**config.mk**
```make
export PLATFORM = sky130hd
export DESIGN_NAME = bp_table_ctrl_flat
export DESIGN_NICKNAME = d
export VERILOG_FILES = /design/src/rtl/bp_table_ctrl_if.sv /design/src/rtl/bp_table_ctrl.sv /design/src/flat_wrapper.sv
export SDC_FILE = /design/constraint.sdc
export NUM_CORES = 1
export LEC_CHECK = 0
export CAP_MARGIN = 20
export CELL_PAD_IN_SITES_DETAIL_PLACEMENT = 1
export CELL_PAD_IN_SITES_GLOBAL_PLACEMENT = 1
export CORE_ASPECT_RATIO = 1.5
export CORE_MARGIN = 2
export CORE_UTILIZATION = 41
export CTS_BUF_LIST = sky130_fd_sc_hd__clkbuf_4 sky130_fd_sc_hd__clkbuf_8
export CTS_CLUSTER_SIZE = 16
export DETAILED_ROUTE_END_ITERATION = 6
export HOLD_SLACK_MARGIN = 0.08
export PLACE_DENSITY = 0.64
export SLEW_MARGIN = 15
export SYNTH_ARGS = -nofsm -noshare
export SYNTH_HDL_FRONTEND = slang
export SYNTH_SLANG_ARGS = --single-unit
```
**constraint.sdc**
```tcl
create_clock -name clock -period 7.28 [get_ports clock]
set_clock_uncertainty 0.15 [all_clocks]
set_input_delay 0.728 -clock clock [delete_from_list [all_inputs] [get_ports clock]]
set_output_delay 0.728 -clock clock [all_outputs]
set_load 0.1 [all_outputs]
```
**src/rtl/bp_table_ctrl_if.sv**
```systemverilog
// Request/grant and prediction signals between fetch/execute and the
// branch-direction predictor table controller.
`timescale 1ns/1ps
interface bp_table_ctrl_if #(
  parameter int unsigned IDX_BITS = 6
);
  logic                lookup_valid;
  logic [IDX_BITS-1:0] lookup_idx;
  logic                lookup_ready;
  logic                pred_valid;
  logic                pred_taken;
  logic [1:0]          pred_state;
  logic                update_valid;
  logic [IDX_BITS-1:0] update_idx;
  logic                update_taken;
  logic                update_ready;
  logic                flush_req;
  logic                init_busy;

  // Pipeline side: issues lookups, updates and flushes.
  modport master (
    output lookup_valid, lookup_idx, update_valid, update_idx, update_taken, flush_req,
    input  lookup_ready, pred_valid, pred_taken, pred_state, update_ready, init_busy
  );

  // Table controller side.
  modport slave (
    input  lookup_valid, lookup_idx, update_valid, update_idx, update_taken, flush_req,
    output lookup_ready, pred_valid, pred_taken, pred_state, update_ready, init_busy
  );
endinterface

```
**src/rtl/bp_table_ctrl.sv**
```systemverilog
// Branch-direction predictor table: 2-bit saturating counters, a single
// access slot per cycle shared by lookups and training updates.
`timescale 1ns/1ps
module bp_table_ctrl #(
  parameter int unsigned IDX_BITS   = 6,
  parameter logic [1:0]  INIT_STATE = 2'b01
) (
  input  logic             clock,
  input  logic             reset,
  bp_table_ctrl_if.slave   bus
);

  localparam int unsigned         DEPTH    = 2 ** IDX_BITS;
  localparam logic [IDX_BITS-1:0] LAST_IDX = IDX_BITS'(DEPTH - 1);

  typedef enum logic {
    ST_INIT,
    ST_RUN
  } state_e;

  typedef enum logic {
    PRIO_UPD,
    PRIO_LKP
  } prio_e;

  state_e              state_q, state_d;
  prio_e               prio_q, prio_d;
  logic [IDX_BITS-1:0] init_idx_q, init_idx_d;

  logic                lookup_grant;
  logic                update_grant;

  logic                tbl_we;
  logic [IDX_BITS-1:0] tbl_widx;
  logic [1:0]          tbl_wdata;
  logic [1:0]          tbl_q [DEPTH];

  logic                pred_valid_q;
  logic [1:0]          pred_state_q;

  // Saturating 2-bit counter step toward the resolved direction.
  function automatic logic [1:0] sat_next(input logic [1:0] cur, input logic taken);
    logic [1:0] nxt;
    nxt = cur;
    if (taken) begin
      if (cur != 2'b11) nxt = cur + 2'b01;
    end else begin
      if (cur != 2'b00) nxt = cur - 2'b01;
    end
    return nxt;
  endfunction

  // State, walk index and arbitration priority.
  always_ff @(posedge clock or negedge reset) begin
    if (!reset) begin
      state_q    <= ST_INIT;
      init_idx_q <= '0;
      prio_q     <= PRIO_UPD;
    end else begin
      state_q    <= state_d;
      init_idx_q <= init_idx_d;
      prio_q     <= prio_d;
    end
  end

  // Next-state, arbitration and table write port selection.
  always_comb begin
    state_d      = state_q;
    init_idx_d   = init_idx_q;
    prio_d       = prio_q;
    lookup_grant = 1'b0;
    update_grant = 1'b0;
    tbl_we       = 1'b0;
    tbl_widx     = '0;
    tbl_wdata    = '0;

    unique case (state_q)
      ST_INIT: begin
        tbl_we    = 1'b1;
        tbl_widx  = init_idx_q;
        tbl_wdata = INIT_STATE;
        if (bus.flush_req) begin
          init_idx_d = '0;
        end else if (init_idx_q == LAST_IDX) begin
          state_d    = ST_RUN;
          init_idx_d = '0;
          prio_d     = PRIO_UPD;
        end else begin
          init_idx_d = init_idx_q + IDX_BITS'(1);
        end
      end

      ST_RUN: begin
        if (bus.flush_req) begin
          // A flush wins the slot outright; nobody is granted this cycle.
          state_d    = ST_INIT;
          init_idx_d = '0;
        end else if (bus.lookup_valid && bus.update_valid) begin
          if (prio_q == PRIO_UPD) begin
            update_grant = 1'b1;
            prio_d       = PRIO_LKP;
          end else begin
            lookup_grant = 1'b1;
            prio_d       = PRIO_UPD;
          end
        end else begin
          lookup_grant = bus.lookup_valid;
          update_grant = bus.update_valid;
        end

        if (update_grant) begin
          tbl_we    = 1'b1;
          tbl_widx  = bus.update_idx;
          tbl_wdata = sat_next(tbl_q[bus.update_idx], bus.update_taken);
        end
      end

      default: begin
        state_d    = ST_INIT;
        init_idx_d = '0;
      end
    endcase
  end

  // Counter storage; contents are undefined until the first walk completes.
  always_ff @(posedge clock) begin
    if (tbl_we) tbl_q[tbl_widx] <= tbl_wdata;
  end

  // Prediction register, loaded only on a lookup grant.
  always_ff @(posedge clock or negedge reset) begin
    if (!reset) begin
      pred_valid_q <= 1'b0;
      pred_state_q <= 2'b00;
    end else begin
      pred_valid_q <= lookup_grant;
      if (lookup_grant) pred_state_q <= tbl_q[bus.lookup_idx];
    end
  end

  assign bus.lookup_ready = lookup_grant;
  assign bus.update_ready = update_grant;
  assign bus.init_busy    = (state_q == ST_INIT);
  assign bus.pred_valid   = pred_valid_q;
  assign bus.pred_state   = pred_state_q;
  assign bus.pred_taken   = pred_state_q[1];

endmodule

```
**src/flat_wrapper.sv**
```systemverilog
// flat-port wrapper written by rule: the top's interface ports become plain ports
module bp_table_ctrl_flat 
#(
  parameter int unsigned IDX_BITS   = 6,
  parameter logic [1:0]  INIT_STATE = 2'b01
)
  (clock, reset, bus_lookup_valid, bus_lookup_idx, bus_update_valid, bus_update_idx, bus_update_taken, bus_flush_req, bus_lookup_ready, bus_pred_valid, bus_pred_taken, bus_pred_state, bus_update_ready, bus_init_busy);
  bp_table_ctrl_if #(.IDX_BITS(IDX_BITS)) bus_i ();
  input  logic clock;
  input  logic reset;
  input wire logic [$bits(bus_i.lookup_valid)-1:0] bus_lookup_valid;
  input wire logic [$bits(bus_i.lookup_idx)-1:0] bus_lookup_idx;
  input wire logic [$bits(bus_i.update_valid)-1:0] bus_update_valid;
  input wire logic [$bits(bus_i.update_idx)-1:0] bus_update_idx;
  input wire logic [$bits(bus_i.update_taken)-1:0] bus_update_taken;
  input wire logic [$bits(bus_i.flush_req)-1:0] bus_flush_req;
  output wire logic [$bits(bus_i.lookup_ready)-1:0] bus_lookup_ready;
  output wire logic [$bits(bus_i.pred_valid)-1:0] bus_pred_valid;
  output wire logic [$bits(bus_i.pred_taken)-1:0] bus_pred_taken;
  output wire logic [$bits(bus_i.pred_state)-1:0] bus_pred_state;
  output wire logic [$bits(bus_i.update_ready)-1:0] bus_update_ready;
  output wire logic [$bits(bus_i.init_busy)-1:0] bus_init_busy;
  assign bus_i.lookup_valid = bus_lookup_valid;
  assign bus_i.lookup_idx = bus_lookup_idx;
  assign bus_i.update_valid = bus_update_valid;
  assign bus_i.update_idx = bus_update_idx;
  assign bus_i.update_taken = bus_update_taken;
  assign bus_i.flush_req = bus_flush_req;
  assign bus_lookup_ready = bus_i.lookup_ready;
  assign bus_pred_valid = bus_i.pred_valid;
  assign bus_pred_taken = bus_i.pred_taken;
  assign bus_pred_state = bus_i.pred_state;
  assign bus_update_ready = bus_i.update_ready;
  assign bus_init_busy = bus_i.init_busy;
  bp_table_ctrl #(.IDX_BITS(IDX_BITS), .INIT_STATE(INIT_STATE)) u_core (.clock(clock), .reset(reset), .bus(bus_i));
endmodule
```
==> metrics <==
antenna cells 0; Max-slew headroom 0.350; final worst-path cycle share 0.621; Reg area 4120 um^2; row cnt 58; Hold WC Path Type register to register; Clk pwr share 0.391; gr usage total 0.214; Tot Pwr approximately 1.7 mW; Yosys reg bits 139; hold slack 380 ps; DIE HEIGHT ~160 um; number of I/O pins 25; Worst-path clk slew ~100 ps; number of nets in the layout 481; Synth warnings 0; Max stage delay on crit path 590 ps; Post-synth EDFFs 128; top post-synthesis cells by area edfxtp_1 (55%), mux4_2 (23%), nor2_1 (4.2%); Net Sw Power 447 uW; WL/cell 27.1 um; post-CTS sizing 0; internal power 1.22 mW; CP Buf/Inv Count 3; Leakage approximately 2.6 nW; clock buffer depth 2; max-slew violations 0; H-tree Lvls 4; CP top delay family buffers and inverters; Residual DRC 0; P&R area growth vs syn 12.2%; top-area cell type share of the netlist area 0.551; biggest area consumer among synthesized cells edfxtp_1; Setup-failing EPs final 0; Synth Instances 438; Die ar. 18100 um^2; initial antenna violation count 0; RSZ-0062 raised after global routing no; Sequential Power Share 0.520; status complete, no violations; Req. time, crit path 7340 ps; syn_nets 457; crit path max fanout 38; clock sink count 139; top cells by count, synth edfxtp_1 (128), nor2_1 (79), mux4_2 (70), nand2_1 (19), mux2i_1 (18); slack of the critical path 2760 ps; CP startpoint kind input pin; Critical Setup Path Class input pin to register; Max rail drop VDD 0.000128 V; DRT antenna net count 0; DP Wirelength 12700 um; initial core utilization 0.418; critical path endpoint category register; sequential share of the synthesized area 0.590; Syn Area/Cell 15.9 um^2; top_reg_cell synth edfxtp_1; vias per cell 6.13; Inserted Clock Buffers 17; share of cells above drive strength 1 0.257; DP Worst Slack 2240 ps; CP cell instances buf_2, buf_4, mux4_2, o311a_1, a211oi_1, a311oi_1, maj3_1, o21ai_4, buf_4; cell at the root of the clock tree clkbuf_8; Comb pwr share 0.089; gpl congestion roughly 0.8; grt ovf 0; most used cell, CP buf_4; Slew @ Worst Pin approximately 970 ps; WP data arrival 4580 ps; reg2reg setup slack ~3700 ps; PD cells 213 nW/um^2; setup bufs post-CTS 0; placed cell area 7400 um^2; pin count of the biggest net entering global routing 65; first-pass GRT wire length 28300 um; Core ar. ~17000 um^2; drt initial violations around 300; Post-Route WL 18500 um; Async S/R FF share, synth 0.0791; first drt pass iteration count 5; fill cell count 1657; count leader, synth edfxtp_1; Tmin final between 4000 and 5000 ps; Die Span X 111 um; IO buf count 24; CTS tree built; final instance area 7830 um^2; Syn Std Cell Area 6980 um^2; vias in the first global route 4620; Multi-input gate area 2720 um^2; library cells used by synthesis 43; max cap viols 0; Hold Buf Count CTS 0; Slowest-stage cell, CP o21ai_4; Setup TNS Final 0 ps; via count 4200; final hold viol count 0; Sw Share 0.268; clk_lat worst skew 440 ps; f_max 221 MHz
==> layer usage <==
metal  part of all wire  up-vias  GRT usage
li1                   -     1815          -
met1               0.38     2212      0.248
met2               0.54      132      0.387
met3              0.042       41     0.0402
met4              0.042        0     0.0955
met5                  0        -          0
==> state kept, by name (all words and copies together) (netlist names) <==
signal and count:
u_core.state_q 1, u_core.bus.pred_state 2, u_core.init_idx_q 6, u_core.tbl_q 128, u_core.bus.pred_valid 1, u_core.prio_q 1
==> power by group through the flow <==
stage	logic, mW	registers [mW]	clock network [mW]
floorplan	0.0964	0.888	0
global route	0.157	0.869	0.697
finish	0.148	0.868	0.652
CTS	0.149	0.868	0.666
detailed placement	0.149	0.886	0
global placement	0.147	0.886	0
==> cell families (layout without fill, tap and decap cells) <==
family          after synthesis  in the layout  synth area share
compound gates               40             40            0.0402
simple gates                130            130            0.0807
flops                       139            139             0.590
fa+ha+maj                     3              3           0.00466
mux                          93             93             0.260
xor+xnor                      2              2           0.00251
buf+inv                      31             68            0.0219
==> final cells by class <==
class	count	share of cell area
clock buffer	17	0.0299
tap	210	0.0336
timing repair buffer	32	0.0380
sequential	139	0.526
multi-input combinational	268	0.348
clock inverter	15	0.0225
inverter	4	0.00192
==> worst paths after layout <==
check / start / to / depth (start not counted)
worst max-delay path: bus_update_idx[0] / u_core.tbl_q[60][0] / 9
worst min-delay path: u_core.bus.pred_state[0] / u_core.bus.pred_state[0] / 1
worst max register to register: u_core.tbl_q[50][0] / u_core.tbl_q[60][0] / 7
worst min register to register: u_core.bus.pred_state[0] / u_core.bus.pred_state[0] / 1
max in group asynchronous: reset / u_core.bus.pred_valid / 1
min in group asynchronous: reset / u_core.bus.pred_state[0] / 1
==> cell usage in the layout (no fill, tap or decap), types with 2 or more instances in the layout <==
| cell | instances |
|---|---|
| mux2i_1 | 18 |
| a22oi_1 | 2 |
| nand3_1 | 4 |
| or3_1 | 2 |
| edfxtp_1 | 128 |
| inv_6 | 4 |
| nand3b_1 | 2 |
| a21oi_1 | 7 |
| clkbuf_8 | 17 |
| and3_1 | 3 |
| o211ai_1 | 4 |
| nand2_1 | 19 |
| nor2_1 | 79 |
| clkdlybuf4s50_1 | 22 |
| a31oi_1 | 3 |
| mux2_2 | 5 |
| buf_2 | 2 |
| nor3_1 | 4 |
| nor2b_1 | 8 |
| dfrtp_1 | 11 |
| mux4_2 | 70 |
| a31o_2 | 2 |
| inv_1 | 3 |
| inv_8 | 7 |
| a211o_1 | 4 |
| buf_4 | 7 |
| a211oi_1 | 4 |
| nand2b_1 | 4 |
| a21boi_0 | 2 |
| o21ai_0 | 5 |
| maj3_1 | 2 |
==> metrics by stage <==
stage	std cells	util
floorplan	438	-
global placement	652	0.443
detailed placement	652	0.443
CTS	684	0.468
global route	685	0.469
finish	685	0.469
Power figures use the tool's default switching activity.
